===== config.mk =====
export PLATFORM = sky130hd
export DESIGN_NAME = pc_unit_flat
export DESIGN_NICKNAME = d
export VERILOG_FILES = /design/src/rtl/pc_unit_if.sv /design/src/rtl/pc_unit.sv /design/src/flat_wrapper.sv
export SDC_FILE = /design/constraint.sdc
export NUM_CORES = 1
export LEC_CHECK = 0
export CAP_MARGIN = 20
export CORE_MARGIN = 2
export CORE_UTILIZATION = 36
export CTS_CLUSTER_DIAMETER = 100
export DETAILED_ROUTE_END_ITERATION = 10
export PLACE_DENSITY = 0.7
export SLEW_MARGIN = 20
export SYNTH_ARGS = -nofsm -noshare
export SYNTH_HDL_FRONTEND = slang
export SYNTH_SLANG_ARGS = --single-unit
export TNS_END_PERCENT = 30

===== constraint.sdc =====
create_clock -name clk -period 4.3 [get_ports clk]
set_input_delay 0.645 -clock clk [delete_from_list [all_inputs] [get_ports clk]]
set_output_delay 0.645 -clock clk [all_outputs]
set_load 0.05 [all_outputs]

===== src/rtl/pc_unit_if.sv =====
// pc_unit_if: redirect/stall inputs and PC status outputs of the program-counter stage.
// Optional return-address-stack signals exist only when PC_RAS_EN is defined.
interface pc_unit_if #(
  parameter int WIDTH = 64,
  parameter int CNT_W = 32
);
  logic             stall;
  logic             branch_taken;
  logic [WIDTH-1:0] branch_target;
  logic             jump_valid;
  logic [WIDTH-1:0] jump_target;
  logic             trap;
  logic [WIDTH-1:0] pc_out;
  logic             pc_valid;
  logic             misaligned;
  logic [CNT_W-1:0] pc_count;
`ifdef PC_RAS_EN
  logic             is_call;
  logic             is_ret;
  logic             ras_underflow;

  modport master (
    output stall, branch_taken, branch_target, jump_valid, jump_target, trap,
           is_call, is_ret,
    input  pc_out, pc_valid, misaligned, pc_count, ras_underflow
  );
  modport slave (
    input  stall, branch_taken, branch_target, jump_valid, jump_target, trap,
           is_call, is_ret,
    output pc_out, pc_valid, misaligned, pc_count, ras_underflow
  );
`else
  modport master (
    output stall, branch_taken, branch_target, jump_valid, jump_target, trap,
    input  pc_out, pc_valid, misaligned, pc_count
  );
  modport slave (
    input  stall, branch_taken, branch_target, jump_valid, jump_target, trap,
    output pc_out, pc_valid, misaligned, pc_count
  );
`endif
endinterface


===== src/rtl/pc_unit.sv =====
// pc_unit: program-counter stage with next-PC selection (trap > jump > branch >
// stall > increment), misaligned-target trapping and a saturating advance counter.
// Optional feature macro PC_RAS_EN adds a circular return-address stack that
// supplies return targets for jumps qualified with is_ret.
module pc_unit #(
  parameter int               WIDTH        = 64,
  parameter logic [WIDTH-1:0] RESET_VECTOR = 64'h0,
  parameter logic [WIDTH-1:0] TRAP_VECTOR  = 64'h100,
  parameter int               STEP         = 4,
  parameter int               CNT_W        = 32,
  parameter int               RAS_DEPTH    = 4
) (
  input  logic      clk,
  input  logic      reset,
  pc_unit_if.slave  bus
);

  if (RAS_DEPTH < 2 || (RAS_DEPTH & (RAS_DEPTH - 1)) != 0) begin : g_bad_depth
    $error("RAS_DEPTH must be a power of 2 and at least 2");
  end

  logic [WIDTH-1:0] pc_reg;
  logic             valid_reg;
  logic             mis_reg;
  logic [CNT_W-1:0] cnt_reg;

  logic [WIDTH-1:0] step_pc;
  logic [WIDTH-1:0] jump_tgt;
  logic [WIDTH-1:0] sel_tgt;
  logic             check_tgt;
  logic [WIDTH-1:0] pc_next;
  logic             mis_next;
  logic             write_pc;

  function automatic logic [CNT_W-1:0] sat_inc(input logic [CNT_W-1:0] v);
    return (&v) ? v : v + CNT_W'(1);
  endfunction

  assign step_pc = pc_reg + WIDTH'(STEP);

`ifdef PC_RAS_EN
  localparam int PTR_W = $clog2(RAS_DEPTH);

  logic [WIDTH-1:0] ras_mem [RAS_DEPTH];
  logic [PTR_W-1:0] ras_ptr;
  logic [PTR_W:0]   ras_cnt;
  logic [PTR_W-1:0] ras_ptr_next;
  logic [PTR_W:0]   ras_cnt_next;
  logic [PTR_W-1:0] push_idx;
  logic             ras_push;
  logic             uf_next;
  logic             uf_reg;

  // Stack bookkeeping for a winning jump: pop (if is_ret) then push (if is_call).
  always_comb begin
    jump_tgt     = bus.jump_target;
    ras_ptr_next = ras_ptr;
    ras_cnt_next = ras_cnt;
    push_idx     = ras_ptr;
    ras_push     = 1'b0;
    uf_next      = 1'b0;
    if (valid_reg && !bus.trap && bus.jump_valid) begin
      if (bus.is_ret) begin
        if (ras_cnt != '0) begin
          jump_tgt     = ras_mem[ras_ptr - PTR_W'(1)];
          ras_ptr_next = ras_ptr - PTR_W'(1);
          ras_cnt_next = ras_cnt - (PTR_W + 1)'(1);
        end else begin
          uf_next = 1'b1;
        end
      end
      if (bus.is_call) begin
        ras_push     = 1'b1;
        push_idx     = ras_ptr_next;
        ras_ptr_next = ras_ptr_next + PTR_W'(1);
        // A full stack overwrites its oldest slot, so the depth saturates.
        if (ras_cnt_next != (PTR_W + 1)'(RAS_DEPTH)) begin
          ras_cnt_next = ras_cnt_next + (PTR_W + 1)'(1);
        end
      end
    end
  end

  // Stack pointer, occupancy and underflow pulse.
  always_ff @(posedge clk or negedge reset) begin
    if (!reset) begin
      ras_ptr <= '0;
      ras_cnt <= '0;
      uf_reg  <= 1'b0;
    end else begin
      ras_ptr <= ras_ptr_next;
      ras_cnt <= ras_cnt_next;
      uf_reg  <= uf_next;
    end
  end

  // Stack storage holds only return addresses, so it needs no reset.
  always_ff @(posedge clk) begin
    if (ras_push) begin
      ras_mem[push_idx] <= step_pc;
    end
  end

  assign bus.ras_underflow = uf_reg;
`else
  assign jump_tgt = bus.jump_target;
`endif

  // Next-PC selection; only redirect targets are alignment-checked.
  always_comb begin
    pc_next   = step_pc;
    mis_next  = 1'b0;
    write_pc  = 1'b1;
    sel_tgt   = '0;
    check_tgt = 1'b0;
    if (bus.trap) begin
      pc_next = TRAP_VECTOR;
    end else if (bus.jump_valid) begin
      sel_tgt   = jump_tgt;
      check_tgt = 1'b1;
    end else if (bus.branch_taken) begin
      sel_tgt   = bus.branch_target;
      check_tgt = 1'b1;
    end else if (bus.stall) begin
      pc_next  = pc_reg;
      write_pc = 1'b0;
    end
    if (check_tgt) begin
      if (sel_tgt[1:0] != 2'b00) begin
        pc_next  = TRAP_VECTOR;
        mis_next = 1'b1;
      end else begin
        pc_next = sel_tgt;
      end
    end
  end

  // PC state; the first edge after reset is a bubble that only raises pc_valid.
  always_ff @(posedge clk or negedge reset) begin
    if (!reset) begin
      pc_reg    <= RESET_VECTOR;
      valid_reg <= 1'b0;
      mis_reg   <= 1'b0;
      cnt_reg   <= '0;
    end else if (!valid_reg) begin
      valid_reg <= 1'b1;
      mis_reg   <= 1'b0;
    end else begin
      pc_reg  <= pc_next;
      mis_reg <= mis_next;
      if (write_pc) begin
        cnt_reg <= sat_inc(cnt_reg);
      end
    end
  end

  assign bus.pc_out     = pc_reg;
  assign bus.pc_valid   = valid_reg;
  assign bus.misaligned = mis_reg;
  assign bus.pc_count   = cnt_reg;

endmodule


===== src/flat_wrapper.sv =====
// flat-port wrapper written by rule: the top's interface ports become plain ports
module pc_unit_flat 
#(
  parameter int               WIDTH        = 64,
  parameter logic [WIDTH-1:0] RESET_VECTOR = 64'h0,
  parameter logic [WIDTH-1:0] TRAP_VECTOR  = 64'h100,
  parameter int               STEP         = 4,
  parameter int               CNT_W        = 32,
  parameter int               RAS_DEPTH    = 4
)
  (clk, reset, bus_stall, bus_branch_taken, bus_branch_target, bus_jump_valid, bus_jump_target, bus_trap, bus_pc_out, bus_pc_valid, bus_misaligned, bus_pc_count);
  pc_unit_if #(.WIDTH(WIDTH), .CNT_W(CNT_W)) bus_i ();
  input  logic clk;
  input  logic reset;
  input wire logic [$bits(bus_i.stall)-1:0] bus_stall;
  input wire logic [$bits(bus_i.branch_taken)-1:0] bus_branch_taken;
  input wire logic [$bits(bus_i.branch_target)-1:0] bus_branch_target;
  input wire logic [$bits(bus_i.jump_valid)-1:0] bus_jump_valid;
  input wire logic [$bits(bus_i.jump_target)-1:0] bus_jump_target;
  input wire logic [$bits(bus_i.trap)-1:0] bus_trap;
  output wire logic [$bits(bus_i.pc_out)-1:0] bus_pc_out;
  output wire logic [$bits(bus_i.pc_valid)-1:0] bus_pc_valid;
  output wire logic [$bits(bus_i.misaligned)-1:0] bus_misaligned;
  output wire logic [$bits(bus_i.pc_count)-1:0] bus_pc_count;
  assign bus_i.stall = bus_stall;
  assign bus_i.branch_taken = bus_branch_taken;
  assign bus_i.branch_target = bus_branch_target;
  assign bus_i.jump_valid = bus_jump_valid;
  assign bus_i.jump_target = bus_jump_target;
  assign bus_i.trap = bus_trap;
  assign bus_pc_out = bus_i.pc_out;
  assign bus_pc_valid = bus_i.pc_valid;
  assign bus_misaligned = bus_i.misaligned;
  assign bus_pc_count = bus_i.pc_count;
  pc_unit #(.WIDTH(WIDTH), .RESET_VECTOR(RESET_VECTOR), .TRAP_VECTOR(TRAP_VECTOR), .STEP(STEP), .CNT_W(CNT_W), .RAS_DEPTH(RAS_DEPTH)) u_core (.clk(clk), .reset(reset), .bus(bus_i));
endmodule

==> impl_metrics.csv, run 1 <==
group,metric,value,unit
die,die_h,141.3,µm
synth,yosys.area_share.adder,0.003689,
synth,ys.flop_type,"dfrtp_1",
setup_path,cp_slowest_cell,"clkdlybuf4s50_1",
synth,yosys_register_bits,98,
power,internal_power,1.694,mW
grt,antenna_found_initial,0,
final_layout,final_nets,1141,
synth,synthMuxAreaShare,0.007748,
final_layout,regArea,0.002452,mm²
status,run_status,"complete, no violations",
power,p_sw,0.9337,mW
power,switching_share,0.3554,
cts,cts_buffer_depth,2,
synth,synth_top_family_by_area,"simple AND/OR/NAND/NOR gates",
timing,min_period,3060,ps
placement,place_hpwl,18920,µm
placement,gp_congestion,0.9277,
synth,synth_compound_area_frac,0.2391,
synth,synth_edf_count,0,
setup_path,path_class,"in2reg",
setup_path,setup.worst_path.start_class,"primary input",
cts,cts_max_level,3,
cts,cts-root-buf,"clkbuf_16",
timing,fin_crit_sh,0.7116,
final_layout,diodes,0,
synth,yosysTopAreaCell,"dfrtp_1",
setup_path,cp.arrival,3300,ps
power,p_leak,3.619,nW
setup_path,crit_path_end_kind,"flop",
setup_path,path_cells,"clkdlybuf4s50_1 -> or3_2 -> buf_4 -> o2111ai_2 -> or3_1 -> or3b_2 -> xnor2_1",
power,power_frac_seq,0.416,
final_layout,fillCellCount,1780,
placement,portBuffers,231,
routing,drt-initial-drc-count,838,
timing,rsz0062_at_grt,"false",
die,fp.dieW,141.3,µm
die,start_util,0.3651,
cts,ctsResizeCount,0,
timing,setup_viol,0,
cts,clkLatencyLatePin,360,ps
synth,syn_area_per_cell,8.447,µm²
timing,fin_tns_setup,0,ps
routing,routedWlPerCell,21.00,µm
routing,via_count,7638,
routing,routed_wl,26120,µm
power,vdd_drop_max,212.8,µV
die,fp-row-count,50,
timing,worst_slew_pin_slew,982.2,ps
grt,grt_pass1_wl,40910,µm
synth,synth_seq_area_share,0.3616,
setup_path,cpPeakStageDelay,530,ps
power,power_frac_clock,0.292,
grt,track_usage,0.2585,
timing,timing.final.hold_violations,0,
synth,ys_warn_count,0,
cts,cts.sinks,98,
timing,skew,6.232,ps
synth,synth-xor-area-share,0.03745,
timing,setup_slack,1240,ps
final_layout,areaGrowthSynthToFinish,40.60,%
timing,slew_violations,0,
final_layout,multi_input_area,0.004080,mm²
synth,syn_inst,803,
hold_path,hp-class,"in2async",
cts,cts_buffers,9,
setup_path,worst-endpoint-required,4540,ps
power,power_density,275.5,mW/mm²
synth,synth_top_area_share,0.3616,
die,core_area,0.01858,mm²
power,combPwrFrac,0.292,
final_layout,drive_gt1_frac,0.05842,
grt,grt_pass1_vias,7381,
die,io_pins,232,
grt,grt_remaining_overflow,0,
grt,grt_max_degree,72,
timing,slew_headroom,0.3436,
synth,synthTopCellsByArea,"dfrtp_1, a22oi_1, nand2_1, nand3_1, nand4_1",
setup_path,crit_family,"simple AND/OR/NAND/NOR gates",
cts,cts_tree,"yes",
cts,postCtsSetupBuffers,0,
routing,drc,0,
setup_path,worstPathMaxFanout,52,
synth,ys_types,76,
cts,cts.clk_slew.worst_paths,70,ps
routing,firstDrtPassIters,5,
cts,cts_hold_buffers,0,
synth,synth-async-reset-ratio,1.000,
routing,ant_nets,0,
synth,yosys.area_share.simple,0.3088,
synth,syn-cell-area,0.006783,mm²
timing,clock.fmax,0.3268,GHz
die,die-area,0.01995,mm²
synth,syn_nets,939,
routing,routed_via_density,6.140,
setup_path,crit_buf_inv,2,
run,cap_violations,0,
synth,synth.most_common_cell,"dfrtp_1",
placement,dp_slack,900.0,ps
synth,synth_common_cells,"dfrtp_1, nand2_1, nor2_1",
-- cells by family after synthesis --
group,after synthesis
compound gates,224
xor+xnor,29
fa+ha+maj,2
buf+inv,66
flops,98
mux,5
other cells,1
simple gates,378
-- metal layers --
metal | up-vias | track usage | wire (µm)
li1 | 3546 | - | -
met1 | 3681 | 0.3503 | 11120
met2 | 352 | 0.4124 | 12090
met3 | 59 | 0.04556 | 1976
met4 | 0 | 0.1026 | 924
met5 | - | 0 | 0
-- area by class of cell --
cell class | instances | share of cell area
well taps | 234 | 0.03070
multi-input cells | 639 | 0.4278
clock buffers | 12 | 0.02480
clock inverters | 4 | 0.002886
flip-flops and latches | 98 | 0.2572
repair buffers | 243 | 0.2511
inverters | 14 | 0.005510
-- cell usage in the layout (no fill, tap or decap), types with 25 or more instances in the layout --
cell type	count
nor3_1	25
o21ai_0	40
nand2_1	77
nand4_1	38
clkdlybuf4s50_1	229
nor2_1	59
nor4_1	31
a22oi_1	48
dfrtp_1	98
nand3_1	52
-- worst register-to-register path, cell delays in order (launching register included) --
cell and delay (ps):
dfrtp_1 560, nand4_1 410, nor3_1 630, nand3_1 480
or4_1 600, o211ai_1 100
-- power by group through the flow --
stage / Clock, mW / Sequential, mW / Combinational (mW)
after floorplan: 0 / 1.30 / 0.201
after global placement: 0 / 1.10 / 0.761
after detailed placement: 0 / 1.11 / 0.768
after CTS: 0.775 / 1.09 / 0.771
after global routing: 0.820 / 1.10 / 0.809
final: 0.767 / 1.09 / 0.767
-- path summary, 6_finish.rpt --
| kind | startpoint | endpoint | slack [ps] | depth (start not counted) |
|---|---|---|---|---|
| hold / removal | reset | u_core.bus.pc_count[23] | 410 | 1 |
| setup reg to reg | u_core.bus.pc_out[15] | u_core.bus.pc_out[35] | 1440 | 5 |
| hold reg to reg | u_core.bus.pc_out[0] | u_core.bus.pc_out[0] | 490 | 1 |
| setup / recovery | bus_trap | u_core.bus.pc_count[28] | 1240 | 7 |
| min in group clk | u_core.bus.pc_out[0] | u_core.bus.pc_out[0] | 490 | 1 |
| max in group asynchronous | reset | u_core.bus.pc_out[18] | 2880 | 2 |
-- through the flow --
| step | util | area, µm² | instances | hold WS (ps) | total power, mW |
|---|---|---|---|---|---|
| 4_1_cts | 0.5133 | 9537 | 1244 | 467.6 | 2.636 |
| 6_report | 0.5133 | 9537 | 1244 | 408.4 | 2.627 |
| 5_1_grt | 0.5133 | 9537 | 1244 | 495.5 | 2.733 |
| 3_5_place_dp | 0.4991 | 9273 | 1228 | 471.0 | 1.876 |
| 2_1_floorplan | - | 6783 | 803 | 349.4 | 1.501 |
| 3_3_place_gp | 0.4991 | 9273 | 1228 | 470.4 | 1.866 |
-- sequential cells by signal (all words and copies together) (netlist names) --
| register | count |
|---|---|
| u_core.bus.pc_out | 64 |
| u_core.bus.pc_count | 32 |
| u_core.bus.misaligned | 1 |
| u_core.bus.pc_valid | 1 |
Power figures use the tool's default switching activity.
==> run 2, diff against run 1 <==
==> constraint.sdc (replaced) <==
create_clock -name clk -period 3 [get_ports clk]
set_input_delay 0.45 -clock clk [delete_from_list [all_inputs] [get_ports clk]]
set_output_delay 0.45 -clock clk [all_outputs]
set_load 0.05 [all_outputs]
==> run 2 against run 1 <==
  * Routed wire length fell by 1.5%
  * Clock power up 62%
  * Cell area increased by 2.4%
  * First-iteration DRC count fell by 23%
  * Largest power group unchanged
==> impl_metrics.csv, run 2 (synthesis results as in run 1) <==
group,metric,value,unit
cts,cts-root-buf,"clkbuf_16",
routing,routedWlPerCell,20.35,µm
setup_path,r2r_cells,7,
final_layout,final_common_cell,"clkdlybuf4s50_1",
cts,ctsResizeCount,0,
timing,setup_viol,0,
hold_path,hp-class,"reg2reg",
routing,drt-initial-drc-count,642,
cts,cts_tree,"yes",
grt,grt_pass1_wl,40180,µm
final_layout,areaGrowthSynthToFinish,43.94,%
die,fp-row-count,50,
cts,cts_buffers,9,
die,io_pins,232,
timing,rsz0062_at_grt,"false",
routing,drc,0,
timing,skew,13.25,ps
setup_path,setup.worst_path.start_class,"flop",
power,p_leak,3.746,nW
status,run_status,"complete, no violations",
setup_path,path_cells,"ha_1 -> nand4_2 -> buf_4 -> nor4_1 -> nand3_1 -> or4_1 -> o211ai_1",
cts,cts.sinks,98,
grt,antenna_found_initial,0,
hold_path,hold_end,"u_core.bus.pc_count[11]",
setup_path,worstPathMaxFanout,7,
hold_path,worstHoldPathCells,1,
final_layout,final_nets,1161,
setup_path,worst-endpoint-required,3260,ps
setup_path,cpPeakStageDelay,560,ps
cts,cts_max_level,3,
die,die_h,141.3,µm
die,fp.dieW,141.3,µm
grt,grt_remaining_overflow,0,
grt,grt_max_degree,52,
placement,place_hpwl,19110,µm
timing,slew_violations,0,
hold_path,hp-start,"u_core.bus.pc_count[11]",
die,core_area,0.01858,mm²
power,power_density,400.6,mW/mm²
placement,portBuffers,231,
final_layout,regArea,0.002452,mm²
grt,track_usage,0.2532,
routing,ant_nets,0,
final_layout,largest_reg_flops,64,
timing,min_period,2592,ps
setup_path,crit_buf_inv,1,
timing,fin_tns_setup,0,ps
final_layout,mostFrequentLayoutCells,"clkdlybuf4s50_1, dfrtp_1, nand2_1",
timing,timing.final.hold_violations,0,
routing,via_count,7693,
cts,cts_buffer_depth,2,
run,cap_violations,0,
cts,clkLatencyLatePin,360,ps
timing,worst_slew_pin_slew,779.1,ps
timing,slew_headroom,0.4758,
setup_path,cp_slowest_cell,"nor4_1",
routing,routed_wl,25720,µm
grt,grt_pass1_vias,7313,
timing,clock.fmax,0.3858,GHz
setup_path,crit_path_end_kind,"flop",
final_layout,diodes,0,
setup_path,cp.arrival,2860,ps
final_layout,fillCellCount,1734,
setup_path,r2r_start,"u_core.bus.pc_out[2]",
power,vdd_drop_max,244.9,µV
routing,firstDrtPassIters,6,
setup_path,path_class,"reg2reg",
timing,fin_crit_sh,0.8640,
die,start_util,0.3651,
cts,cts.clk_slew.worst_paths,70,ps
setup_path,crit_family,"simple AND/OR/NAND/NOR gates",
final_layout,drive_gt1_frac,0.07864,
final_layout,utilization,0.5255,
placement,gp_congestion,0.9700,
routing,routed_via_density,6.086,
setup_path,timing.rr.end,"u_core.bus.pc_out[48]",
setup_path,r2r_slack,410,ps
die,die-area,0.01995,mm²
final_layout,multi_input_area,0.004080,mm²
==> run 2: area by class of cell <==
class	instances	area share
multi-input cells	639	0.4179
flip-flops and latches	98	0.2512
clock buffers	11	0.02589
repair buffers	263	0.2635
well taps	234	0.02999
clock inverters	5	0.006151
inverters	14	0.005383
==> run 2: per-stage QoR <==
stage / cells / hold WS, ps / power [mW] / setup WS (ps) / cell area, µm²
2_1_floorplan: 803 / 154.4 / 2.151 / 385.8 / 6783
3_3_place_gp: 1247 / 367.6 / 2.688 / 350.3 / 9440
3_5_place_dp: 1247 / 372.8 / 2.700 / 336.6 / 9440
4_1_cts: 1264 / 483.5 / 3.928 / 435.1 / 9763
5_1_grt: 1264 / 492.4 / 4.065 / 226.3 / 9763
6_report: 1264 / 480.1 / 3.911 / 408.1 / 9763
==> run 2: report_power, final <==
group | leakage [nW] | internal, mW | total (mW) | switching [mW]
Combinational | 2.27 | 0.462 | 1.11 | 0.647
Sequential | 1.32 | 1.41 | 1.57 | 0.157
Clock | 0.152 | 0.696 | 1.24 | 0.540
==> run 2: how the worst max path moves through the flow <==
stage	startpoint	depth (start not counted)	slack, ps	to
detailed placement	bus_trap	7	340	u_core.bus.pc_out[8]
finish	u_core.bus.pc_out[2]	7	410	u_core.bus.pc_out[48]
global placement	bus_trap	7	350	u_core.bus.pc_out[8]
floorplan	u_core.bus.pc_out[2]	7	390	u_core.bus.pc_out[54]
global route	u_core.bus.pc_out[2]	6	230	u_core.bus.pc_out[28]
CTS	u_core.bus.pc_out[2]	6	440	u_core.bus.pc_out[54]
==> run 2: what timing repair did <==
item / in CTS / in global routing
setup buffers: 0 / 0
endpoints found under the hold margin: 12 / 0
hold buffers: 1 / 0
==> run 2: metal layers <==
metal,vias up,GRT usage,share of wire
met5,-,0,0
met1,3691,0.3340,0.42
met2,368,0.4152,0.47
met4,0,0.09684,0.029
met3,52,0.04624,0.079
li1,3582,-,-
==> run 3, diff against run 2 <==
--- a/config.mk
+++ b/config.mk
@@ -6,7 +6,7 @@
 export NUM_CORES = 1
 export LEC_CHECK = 0
 export CAP_MARGIN = 20
-export CORE_MARGIN = 2
+export CORE_MARGIN = 3
 export CORE_UTILIZATION = 36
 export CTS_CLUSTER_DIAMETER = 100
 export DETAILED_ROUTE_END_ITERATION = 10
==> constraint.sdc (replaced) <==
create_clock -name clk -period 2.55 [get_ports clk]
set_input_delay 0.3825 -clock clk [delete_from_list [all_inputs] [get_ports clk]]
set_output_delay 0.3825 -clock clk [all_outputs]
set_load 0.05 [all_outputs]
==> run 3 against run 2 <==
  * Routed wire length grew 3.1%
  * Global-route usage is 0.16 points lower
  * Fmax increased by 11%
  * Clock-buffer cell count shrank 2
  * Setup slack lost 190 ps
  * Register-to-register slack got worse by 190 ps
  * Critical path depth stayed put
  * Critical path type unchanged
  * Critical endpoint is now u_core.bus.pc_out[37]
  * Largest power group unchanged
==> impl_metrics.csv, run 3 (synthesis results as in run 1) <==
group,metric,value,unit
routing,firstDrtPassIters,5,
setup_path,cp_slowest_cell,"or4_1",
die,core_area,0.01821,mm²
grt,grt_pass1_wl,40990,µm
power,vdd_drop_max,340.2,µV
placement,gp_congestion,0.9980,
cts,cts_buffers,9,
final_layout,regArea,0.002455,mm²
routing,drt-initial-drc-count,873,
cts,cts_max_level,3,
final_layout,mostFrequentLayoutCells,"clkdlybuf4s50_1, dfrtp_1, nand2_1",
final_layout,areaGrowthSynthToFinish,48.11,%
routing,drc,0,
setup_path,path_common_cell,"buf_4",
timing,fin_tns_setup,0,ps
final_layout,multi_input_area,0.004086,mm²
die,die_h,143.3,µm
final_layout,final_common_cell,"clkdlybuf4s50_1",
grt,antenna_found_initial,0,
setup_path,worst-endpoint-required,2840,ps
setup_path,cpPeakStageDelay,540,ps
timing,min_period,2330,ps
setup_path,crit_buf_inv,2,
die,fp.dieW,143.3,µm
cts,cts_hold_buffers,0,
setup_path,timing.rr.end,"u_core.bus.pc_out[37]",
routing,top_layer_used,"met4",
setup_path,setup.worst_path.start_class,"flop",
die,fp-row-count,49,
cts,cts.clk_slew.worst_paths,70,ps
cts,cts-root-buf,"clkbuf_16",
timing,rsz0062_at_grt,"false",
placement,portBuffers,231,
routing,dr_wl_met2,12090,µm
placement,place_area,0.009744,mm²
hold_path,hp-class,"in2async",
cts,clkLatencyLatePin,350,ps
timing,skew,5.890,ps
routing,met3_length,2631,µm
cts,cts_tree,"yes",
timing,setup_viol,0,
routing,met1_length,11140,µm
timing,slew_headroom,0.5919,
power,p_leak,3.928,nW
placement,place_hpwl,19880,µm
timing,clock.fmax,0.4293,GHz
routing,routedWlPerCell,20.54,µm
die,start_util,0.3725,
final_layout,fillCellCount,1673,
final_layout,drive_gt1_frac,0.1102,
grt,track_usage,0.2516,
setup_path,r2r_slack,220,ps
timing,timing.final.hold_violations,0,
placement,dp_slack,63.56,ps
setup_path,crit_path_end_kind,"flop",
setup_path,r2r_start,"u_core.bus.pc_out[7]",
status,run_status,"complete, no violations",
final_layout,largest_reg_flops,64,
routing,routed_wl,26520,µm
run,cap_violations,0,
routing,ant_nets,0,
cts,cts_buffer_depth,2,
timing,slew_violations,0,
cts,postCtsSetupBuffers,0,
setup_path,crit_family,"simple AND/OR/NAND/NOR gates",
final_layout,finalInstanceArea,0.01005,mm²
grt,grt_remaining_overflow,0,
cts,cts.sinks,98,
setup_path,worstPathMaxFanout,11,
final_layout,final_nets,1196,
placement,dp_cells,1278,
routing,via_count,7843,
routing,routed_via_density,6.075,
timing,setup_slack,220.4,ps
setup_path,path_class,"reg2reg",
grt,grt_max_degree,52,
grt,grt_pass1_vias,7588,
die,io_pins,232,
setup_path,path_cells,"nand3_2 -> buf_4 -> nor4_1 -> buf_4 -> nand2_1 -> or4_1 -> nand3_1",
setup_path,r2r_cells,7,
power,power_density,462.9,mW/mm²
setup_path,cp.arrival,2620,ps
die,die-area,0.02052,mm²
timing,worst_slew_pin_slew,606.6,ps
final_layout,layout.cells.non_filler,1291,
timing,fin_crit_sh,0.9136,
final_layout,utilization,0.5517,
final_layout,diodes,0,
run 3: cell types whose count changed in the layout (fill, tap and decap cells not counted):
cell | previous run | this run
buf_4 | 30 | 63
buf_12 | 2 | 5
clkbuf_8 | 2 | 0
dfrtp_1 | 98 | 96
dfrtp_2 | 0 | 2
bufinv_16 | 1 | 2
clkinv_2 | 1 | 2
clkinv_4 | 1 | 0
clkinvlp_4 | 1 | 0
dlygate4sd3_1 | 1 | 0
inv_6 | 1 | 0
nor4_1 | 31 | 30
nor4_2 | 0 | 1
run 3: per-stage QoR:
step / power, mW / hold slack [ps]
after floorplan: 2.532 / 86.91
after global placement: 3.220 / 430.1
after detailed placement: 3.236 / 430.3
after CTS: 4.660 / 59.67
after global routing: 4.818 / 76.93
final: 4.650 / 36.83
run 3: cell type report:
type / count / share of cell area
tap: 229 / 0.02852
inverter: 14 / 0.005231
sequential: 98 / 0.2444
timing repair buffer: 298 / 0.2857
clock inverter: 4 / 0.006975
clock buffer: 9 / 0.02242
multi-input combinational: 639 / 0.4068
run 3: worst max path at each step:
stage	start	endpoint	slack [ps]	cells past startpoint
final	u_core.bus.pc_out[7]	u_core.bus.pc_out[37]	220	7
after global routing	u_core.bus.pc_out[7]	u_core.bus.pc_out[37]	10	7
after CTS	u_core.bus.pc_out[2]	u_core.bus.pc_out[54]	240	7
after detailed placement	bus_trap	u_core.bus.pc_out[50]	60	7
after global placement	bus_trap	u_core.bus.pc_out[50]	110	7
after floorplan	u_core.bus.pc_out[6]	u_core.bus.pc_out[54]	100	7
run 3: where the power goes:
group	switching, mW	total (mW)	leakage (nW)	internal (mW)
clock network	0.601	1.44	0.147	0.841
logic	0.815	1.40	2.46	0.581
registers	0.151	1.81	1.32	1.66
run 3: worst reg2reg max path: stages, from the launching register on:
cell and delay [ps]:
dfrtp_1 510, nand3_2 160, buf_4 190, nor4_1 270, buf_4 240, nand2_1 270
or4_1 540, nand3_1 90
run 3: repair_timing:
item | in CTS | in global routing
setup endpoints to repair | 0 | 1
resized for setup | 0 | 1
hold endpoints to repair | 0 | 0
run 3: per-layer routing:
layer	vias to the layer above	GRT usage
li1	3649	-
met1	3706	0.3406
met2	428	0.4003
met3	60	0.05492
met4	0	0.08573
met5	-	0
